[src/rtl/sha2ind_pkg.sv]
// Shared definitions for the SHA-256 input sequencing controller:
// FSM state type and slot-geometry constants.
package sha2ind_pkg;

    localparam int SHA2IND_IW      = 3;   // slot index width
    localparam int SHA2IND_LAST    = 7;   // last slot of a block
    localparam int SHA2IND_LENSLOT = 7;   // slot that carries the 64-bit length

    typedef enum logic [2:0] {
        ST_IDLE = 3'd0,
        ST_MSG  = 3'd1,
        ST_PAD  = 3'd2,
        ST_ZERO = 3'd3,
        ST_LEN  = 3'd4,
        ST_WAIT = 3'd5
    } sha2ind_st_t;

endpackage

[src/rtl/sha2indctrl_if.sv]
// Handshake bundle between upstream message source, the sequencing
// controller and the compression core.
//
// Handshake rules:
//   message side : msg_vld/msg_last driven by upstream, msg_rdy by the
//                  controller; a packet moves on a rising edge where
//                  msg_vld & msg_rdy. msg_last is only looked at on a transfer.
//   block side   : blk_vld/blk_last driven by the controller, blk_ack by the
//                  core; blk_vld stays high until blk_ack is sampled high,
//                  and blk_ack while blk_vld=0 has no effect.
// The slave modport is the controller's view, master is the environment's.
interface sha2indctrl_if;

    logic msg_vld;
    logic msg_last;
    logic msg_rdy;
    logic blk_vld;
    logic blk_last;
    logic blk_ack;

    modport slave (
        input  msg_vld,
        input  msg_last,
        output msg_rdy,
        output blk_vld,
        output blk_last,
        input  blk_ack
    );

    modport master (
        output msg_vld,
        output msg_last,
        input  msg_rdy,
        input  blk_vld,
        input  blk_last,
        output blk_ack
    );

endinterface

[src/rtl/sha2indctrl.sv]
// Sequencing FSM for the SHA-256 input datapath. Accepts 64-bit message
// packets, then fills the block with the pad word, zero words and the
// length word (in the last slot), spilling into an extra block when the
// pad or length does not fit. Each finished block is offered to the core
// with blk_vld and held until blk_ack.
// Optional feature: define SHA2IND_ABORT_EN to add the `abort` input,
// which returns the controller to IDLE from any state.
module sha2indctrl
    import sha2ind_pkg::*;
#(
    parameter int IW = SHA2IND_IW
) (
    input  logic                clk,
    input  logic                rst,
`ifdef SHA2IND_ABORT_EN
    input  logic                abort,
`endif
    sha2indctrl_if.slave        bus,
    input  logic [IW-1:0]       idx,
    output logic                clr,
    output logic                st_pkt,
    output logic                pad_pkt,
    output logic                zero_pkt,
    output logic                mgln_pkt,
    output logic                busy,
    output sha2ind_st_t         dbg_state
);

    // Last slot and the one before it; the length word always goes last.
    localparam logic [IW-1:0] LAST_IDX    = {IW{1'b1}};
    localparam logic [IW-1:0] PRELAST_IDX = {{(IW-1){1'b1}}, 1'b0};

    sha2ind_st_t state, state_n;
    sha2ind_st_t resume, resume_n;
    logic        fin, fin_n;

    logic rdy_c, vld_c, last_c;

    // State, resume target and final-block flag registers.
    always_ff @(posedge clk or posedge rst) begin
        if (rst) begin
            state  <= ST_IDLE;
            resume <= ST_IDLE;
            fin    <= 1'b0;
        end else begin
            state  <= state_n;
            resume <= resume_n;
            fin    <= fin_n;
        end
    end

    // Next-state and Moore output decode; st_pkt in MSG follows msg_vld.
    always_comb begin
        state_n  = state;
        resume_n = resume;
        fin_n    = fin;
        clr      = 1'b0;
        rdy_c    = 1'b0;
        st_pkt   = 1'b0;
        pad_pkt  = 1'b0;
        zero_pkt = 1'b0;
        mgln_pkt = 1'b0;
        vld_c    = 1'b0;
        last_c   = 1'b0;
        case (state)
            ST_IDLE: begin
                // The first packet is only seen here, accepted from MSG.
                clr = 1'b1;
                if (bus.msg_vld) state_n = ST_MSG;
            end
            ST_MSG: begin
                rdy_c  = 1'b1;
                st_pkt = bus.msg_vld;
                if (bus.msg_vld) begin
                    if (idx == LAST_IDX) begin
                        state_n  = ST_WAIT;
                        resume_n = bus.msg_last ? ST_PAD : ST_MSG;
                        fin_n    = 1'b0;
                    end else if (bus.msg_last) begin
                        state_n = ST_PAD;
                    end
                end
            end
            ST_PAD: begin
                st_pkt  = 1'b1;
                pad_pkt = 1'b1;
                if (idx == LAST_IDX) begin
                    // No room for the length: it goes into an extra block.
                    state_n  = ST_WAIT;
                    resume_n = ST_ZERO;
                    fin_n    = 1'b0;
                end else if (idx == PRELAST_IDX) begin
                    state_n = ST_LEN;
                end else begin
                    state_n = ST_ZERO;
                end
            end
            ST_ZERO: begin
                st_pkt   = 1'b1;
                zero_pkt = 1'b1;
                if (idx == PRELAST_IDX) state_n = ST_LEN;
            end
            ST_LEN: begin
                st_pkt   = 1'b1;
                mgln_pkt = 1'b1;
                state_n  = ST_WAIT;
                resume_n = ST_IDLE;
                fin_n    = 1'b1;
            end
            ST_WAIT: begin
                vld_c  = 1'b1;
                last_c = fin;
                if (bus.blk_ack) state_n = resume;
            end
            default: begin
                state_n  = ST_IDLE;
                resume_n = ST_IDLE;
                fin_n    = 1'b0;
            end
        endcase
`ifdef SHA2IND_ABORT_EN
        // Abort wins over every transition and suppresses all activity.
        if (abort) begin
            state_n  = ST_IDLE;
            resume_n = ST_IDLE;
            fin_n    = 1'b0;
            st_pkt   = 1'b0;
            pad_pkt  = 1'b0;
            zero_pkt = 1'b0;
            mgln_pkt = 1'b0;
            rdy_c    = 1'b0;
            vld_c    = 1'b0;
            last_c   = 1'b0;
        end
`endif
    end

    assign bus.msg_rdy  = rdy_c;
    assign bus.blk_vld  = vld_c;
    assign bus.blk_last = last_c;
    assign busy         = (state != ST_IDLE);
    assign dbg_state    = state;

endmodule

[src/flat_wrapper.sv]
// flat-port wrapper written by rule: the top's interface ports become plain ports
module sha2indctrl_flat import sha2ind_pkg::*;
#(
    parameter int IW = SHA2IND_IW
)
  (clk, rst, idx, clr, st_pkt, pad_pkt, zero_pkt, mgln_pkt, busy, dbg_state, bus_msg_vld, bus_msg_last, bus_msg_rdy, bus_blk_vld, bus_blk_last, bus_blk_ack);
  sha2indctrl_if bus_i ();
  input  logic clk;
  input  logic rst;
  input  logic [IW-1:0] idx;
  output logic clr;
  output logic st_pkt;
  output logic pad_pkt;
  output logic zero_pkt;
  output logic mgln_pkt;
  output logic busy;
  output sha2ind_st_t dbg_state;
  input wire logic [$bits(bus_i.msg_vld)-1:0] bus_msg_vld;
  input wire logic [$bits(bus_i.msg_last)-1:0] bus_msg_last;
  output wire logic [$bits(bus_i.msg_rdy)-1:0] bus_msg_rdy;
  output wire logic [$bits(bus_i.blk_vld)-1:0] bus_blk_vld;
  output wire logic [$bits(bus_i.blk_last)-1:0] bus_blk_last;
  input wire logic [$bits(bus_i.blk_ack)-1:0] bus_blk_ack;
  assign bus_i.msg_vld = bus_msg_vld;
  assign bus_i.msg_last = bus_msg_last;
  assign bus_msg_rdy = bus_i.msg_rdy;
  assign bus_blk_vld = bus_i.blk_vld;
  assign bus_blk_last = bus_i.blk_last;
  assign bus_i.blk_ack = bus_blk_ack;
  sha2indctrl #(.IW(IW)) u_core (.clk(clk), .rst(rst), .bus(bus_i), .idx(idx), .clr(clr), .st_pkt(st_pkt), .pad_pkt(pad_pkt), .zero_pkt(zero_pkt), .mgln_pkt(mgln_pkt), .busy(busy), .dbg_state(dbg_state));
endmodule
[config.mk]
export PLATFORM = sky130hd
export DESIGN_NAME = sha2indctrl_flat
export DESIGN_NICKNAME = d
export VERILOG_FILES = /design/src/rtl/sha2ind_pkg.sv /design/src/rtl/sha2indctrl_if.sv /design/src/rtl/sha2indctrl.sv /design/src/flat_wrapper.sv
export SDC_FILE = /design/constraint.sdc
export NUM_CORES = 1
export LEC_CHECK = 0
export ABC_AREA = 0
export CORE_MARGIN = 8
export CORE_UTILIZATION = 42
export DETAILED_ROUTE_END_ITERATION = 6
export GPL_TIMING_DRIVEN = 0
export HOLD_SLACK_MARGIN = 0.03
export PLACE_DENSITY = 0.76
export SLEW_MARGIN = 20
export SYNTH_ARGS = -nofsm -noshare
export SYNTH_HDL_FRONTEND = slang
export SYNTH_SLANG_ARGS = --single-unit
export TNS_END_PERCENT = 5
[constraint.sdc]
create_clock -name clk -period 1.7 [get_ports clk]
set_input_delay 0.34 -clock clk [delete_from_list [all_inputs] [get_ports clk]]
set_output_delay 0.34 -clock clk [all_outputs]
set_load 0.05 [all_outputs]
# Yosys cells after proc, flatten, opt, wreduce, memory -nomap -nowiden
# Cells that the tools add are included.
[totals] reg_bits=7 in_bits=8 output_inout_bits=12 wordCells=50
[classes] n_eq_ne=14 mux=25 bitwise=1 reduce_logical=7
[op_table] op="2-to-1 mux 3 bit" n=11
[op_table] op="one-hot mux 3 bit (6 select lines)" n=1
[op_table] op="== test 3 bit, second input constant" n=4
[op_table] op="2-to-1 mux 1 bit" n=9
[op_table] op="one-hot mux 3 bit (3 select lines)" n=1
[op_table] op="== test 3 x 2 -> 1 bit, second input constant" n=2
[op_table] op="inequality test 2 x 1 -> 1 bit, second input constant" n=3
[op_table] op="inequality test 2 bit, second input constant" n=3
[op_table] op="OR reduction 3 bit" n=2
[op_table] op="AND reduction 5 bit" n=1
[op_table] op="one-hot mux 1 bit (4 select lines)" n=1
[op_table] op="AND reduction 4 bit" n=1
[op_table] op="== test 3 x 1 -> 1 bit, second input constant" n=1
[op_table] op="logical NOT 3 bit" n=1
[op_table] op="inequality test 3 x 2 -> 1 bit, second input constant" n=1
[op_table] op="nonzero test 3 bit" n=1
[op_table] op="2-to-1 mux 2 bit" n=1
[op_table] op="one-hot mux 1 bit (2 select lines)" n=1
[op_table] op="AND reduction 2 bit" n=1
[op_table] op="NOT 1 bit" n=1

# Depth between registers and ports, before layout
[logic_depth] word_depth=4 mapped_depth=5 mapped_depth_nobuf=4

# Worst setup path before layout
# No wires, ideal clock.
[synth_timing] path_type="flip-flop to output port" startpoint="register u_core.state[2], in the netlist u_core.dbg_state[2]" endpoint="output st_pkt" t_arrival_ns=1.847 required_time_ns=1.360 setup_slack_ns=-0.487 path_stages_with_launch=3 n_path_buf=0 cell_sequence="dfrtp_1 -> or2b_2 -> o22ai_1"
[synth_via] elab_chain_len=3 elab_cells_between_ends=6 classes_between="eq/ne: 4; mux: 1; reduce/logical: 1"
[synth_rtl] item="start, declared" line_no="sha2indctrl.sv:33" rtl="sha2ind_st_t state, state_n;"
[synth_rtl] item="start signal, assigned" line_no="sha2indctrl.sv:46" rtl="state <= state_n;"
[synth_rtl] item="== test 3 bit / == test 3 x 2 -> 1 bit (equally long branches)" line_no="sha2indctrl.sv:65" rtl="case (state)"
[synth_rtl] item="OR reduction 3 bit (no source line)"
[synth_rtl] item="one-hot mux 1 bit (2 select lines) *" line_no="sha2indctrl.sv:65"
[synth_rtl] item="end, declared" line_no="flat_wrapper.sv:12" rtl="output logic st_pkt;"
# Mark *: on every way between the ends. The rest lies on a longest branch, timed or not.

# Worst setup path after layout
[layout_timing] startpoint="register u_core.state[1], in the netlist u_core.dbg_state[1]" endpoint="output bus_blk_last"
[layout_via] elab_chain_len=2
[layout_rtl] item="== test 3 bit" line_no="sha2indctrl.sv:65"
[layout_rtl] item="2-to-1 mux 1 bit" line_no="sha2indctrl.sv:65"
[layout_rtl] item="end, declared" line_no="flat_wrapper.sv:22" rtl="output wire logic [$bits(bus_i.blk_last)-1:0] bus_blk_last;"
# Every way passes these cells.

==> results.sh <==
export IMPL_status="complete, but fails checks"
export IMPL_violations="setup timing"
export IMPL_hold_buffers=0
export IMPL_io_pins=20
export IMPL_syn_cell_area_sq_um=549
export IMPL_drtIter0Drc=13
export IMPL_portBuffers=19
export IMPL_async_flop_share_pct=100
export IMPL_cp_arrival_ns=1.43
export IMPL_period_needed_ns=1.77
export IMPL_synthesis_nets=71
export IMPL_first_pass_iters=4
export IMPL_final_area_sq_um=887
export IMPL_seq_area_sq_um=154
export IMPL_worstSetupStartpoint="u_core.dbg_state[1]"
export IMPL_place_gp_congestion=0.889
export IMPL_crit_path_max_fanout=9
export IMPL_cts_max_level=1
export IMPL_p_sw_mw=1.13
export IMPL_numCtsBuffers=3
export IMPL_synth_seq_cells=6
export IMPL_num_rows=13
export IMPL_die_area_sq_um=2720
export IMPL_synth_top_area_share_pct=27.3
export IMPL_slew_headroom_pct=67.6
export IMPL_dp_hpwl_um=1170
export IMPL_timing_worst_setup_path_type="reg -> out"
export IMPL_crit_required_ns=1.36
export IMPL_clk_latency_ns=0.25
export IMPL_worst_slack_ns=-0.0708
export IMPL_p_leak_nw=0.392
export IMPL_fillers=107
export IMPL_maxSlewViolCount=0
export IMPL_startpoint_type="flip-flop"
export IMPL_viasPerCell=5.62
export IMPL_pwr_share_clk_pct=6.9
export IMPL_crit_reg2reg_launch="u_core.dbg_state[2]"
export IMPL_internal_power_uw=987
export IMPL_pwr_share_comb_pct=78.2
export IMPL_clock_sinks=6
export IMPL_die_h_um=52.2
export IMPL_grtUsageTotal_pct=12.3
export IMPL_endpoint_kind="output pin"
export IMPL_cpMaxStageDelayCell="dfrtp_2"
export IMPL_p_per_area_nw_per_um2=2380
export IMPL_initial_utilization_pct=43.3
export IMPL_synth_avg_cell_area_sq_um=8.72
export IMPL_clock_path_buffers=2
export IMPL_yosys_top_cells_area="dfrtp_1 27%, buf_6 4.1%, mux2i_1 3.6%"
export IMPL_crit_chain="buf_8 -> and2b_2 -> and3_4 -> buf_8"
export IMPL_cts_tree="built"
export IMPL_rsz0062_at_grt="yes"
export IMPL_clockRootBuffer="clkbuf_4"
export IMPL_syn2layout_area_growth_pct=61.5
export IMPL_p_sw_share_pct=53.3
export IMPL_post_route_util_pct=69.9
export IMPL_hold_path_class="in -> async"
export IMPL_max_cap_viol_count=0
export IMPL_path_common_cell="buf_8"
export IMPL_core_region_area_sq_um=1270
export IMPL_vdd_drop_max_uv=1410
export IMPL_diodes=0
export IMPL_yosysTopAreaCell="dfrtp_1"
export IMPL_grt_pass1_vias=534
export IMPL_slowest_delay_ns=0.45
export IMPL_placed_area_sq_um=800
export IMPL_synth_enable_flop_cells=0
export IMPL_worstReg2RegEnd="u_core.resume[0]"
export IMPL_clock_skew_ns=0.0123
export IMPL_die_w_um=52.2
export IMPL_multi_input_area_sq_um=400
export IMPL_cts_clk_slew_worst_paths_ns=0.05
export IMPL_route_detailed_drc=0
export IMPL_finalSetupViolCount=2
export IMPL_finalCritPeriodShare_pct=104
export IMPL_finalHoldViolCount=0
export IMPL_tightest_slew_ns=0.489
export IMPL_yosysWarnings=0
export IMPL_ant_nets=0
export IMPL_seqPwrFrac_pct=14.9
export IMPL_synthCells=63
export IMPL_grt_pass1_wl_um=2550
export IMPL_nets=100
export IMPL_synth_ff_type="dfrtp_1"
export IMPL_vias=596
export IMPL_drt_wl_total_um=1660
export IMPL_grt_ovfl_total=0
export IMPL_reg2reg_setup_slack_ns=0.04
export IMPL_max_freq_ghz=0.565
export IMPL_grt_antenna_before_repair=0
export IMPL_grt_max_degree=11
export IMPL_avgRoutedWirePerCell_um=15.7
export IMPL_reg2reg_depth=5
export IMPL_synth_distinct_cells=38
export IMPL_seq_area_frac_synth_pct=27.3
export IMPL_final_layout_size_suffix_gt1_share_pct=47.3
==> critical path: cells and delay by family, from the launching register on <==
kind          cells  cell delay [ns]
simple gates      2             0.43
flops             1             0.45
buf+inv           2             0.29
==> flip-flops by register name, summed over array words and instances, names as in the netlist <==
signal and flops:
u_core.dbg_state 3, u_core.fin 1, u_core.resume 2
==> per-stage QoR <==
stage | hold WS (ns) | power (mW) | instances | setup TNS [ns] | worst slack [ns]
final | 0.312 | 2.11 | 106 | -0.0911 | -0.0708
after global routing | 0.336 | 2.23 | 106 | -0.407 | -0.106
after CTS | 0.308 | 1.94 | 101 | -0.621 | -0.180
after detailed placement | 0.463 | 1.83 | 97 | -3.65 | -0.582
after global placement | 0.456 | 1.82 | 97 | -3.47 | -0.587
after floorplan | 0.131 | 1.43 | 63 | -0.288 | -0.0728
==> cells by family after synthesis <==
kind of cell	share of synthesized area, %
flip-flops	27.3
multiplexers	3.64
AO/OA/AOI/OAI	28.9
buffers and inverters	8.43
AND/OR/NAND/NOR	31.7
==> cells in the final DEF, fill, tap and decap left out, types with 2 or more instances in the layout <==
cell type,instances
inv_1,4
clkbuf_4,3
dfrtp_2,3
mux2i_1,2
buf_4,6
buf_2,3
nand2_1,5
a21oi_2,2
a21oi_1,2
buf_8,5
dfrtp_1,3
buf_6,3
nand2b_1,2
a21o_1,2
nor2_1,3
o21ai_0,3
nand3_1,2
clkdlybuf4s50_1,7
dlygate4sd2_1,3
==> power by group through the flow <==
| stage | Combinational [mW] | Sequential [mW] | Clock, mW |
|---|---|---|---|
| 5_1_grt | 1.74 | 0.326 | 0.160 |
| 6_report | 1.65 | 0.315 | 0.146 |
| 4_1_cts | 1.48 | 0.305 | 0.152 |
| 3_5_place_dp | 1.53 | 0.307 | 0 |
| 2_1_floorplan | 1.02 | 0.408 | 0 |
| 3_3_place_gp | 1.52 | 0.302 | 0 |
==> metal layers <==
metal  track usage [%]  vias up  part of all wire [%]
met4              5.17        0                   1.5
met5                 0        -                     0
met2              20.0       25                    47
li1                  -      282                     -
met3              5.98        4                   9.3
met1              13.4      285                    42
==> cells in the mapped netlist, types with 2 or more instances <==
cell type	n
o21ai_0	3
inv_1	5
nor2_1	4
nand3_1	2
nand2b_1	2
a21o_1	2
buf_6	2
nand2_1	5
a21oi_1	3
mux2i_1	2
dfrtp_1	6
==> worst max-delay path by stage <==
| stage | end | slack (ns) | depth (start not counted) |
|---|---|---|---|
| after global routing | bus_blk_last | -0.11 | 4 |
| after detailed placement | st_pkt | -0.58 | 4 |
| after CTS | pad_pkt | -0.18 | 4 |
| final | bus_blk_last | -0.07 | 4 |
| after global placement | st_pkt | -0.59 | 4 |
| after floorplan | u_core.fin | -0.07 | 4 |
==> repair_timing <==
action	4_1_cts	5_1_grt
buffers inserted	0	5
resized for setup	53	19
pin swaps	0	1
setup endpoints to repair	12	10
==> area by class of cell <==
cell class	instances	share of cell area (%)
well taps	15	2.12
flip-flops and latches	6	17.3
inverters	5	2.54
plain buffers	3	3.95
repair buffers	24	26.0
clock buffers	4	2.96
multi-input cells	49	45.1
Note: power is estimated with default switching activity, not from simulation.
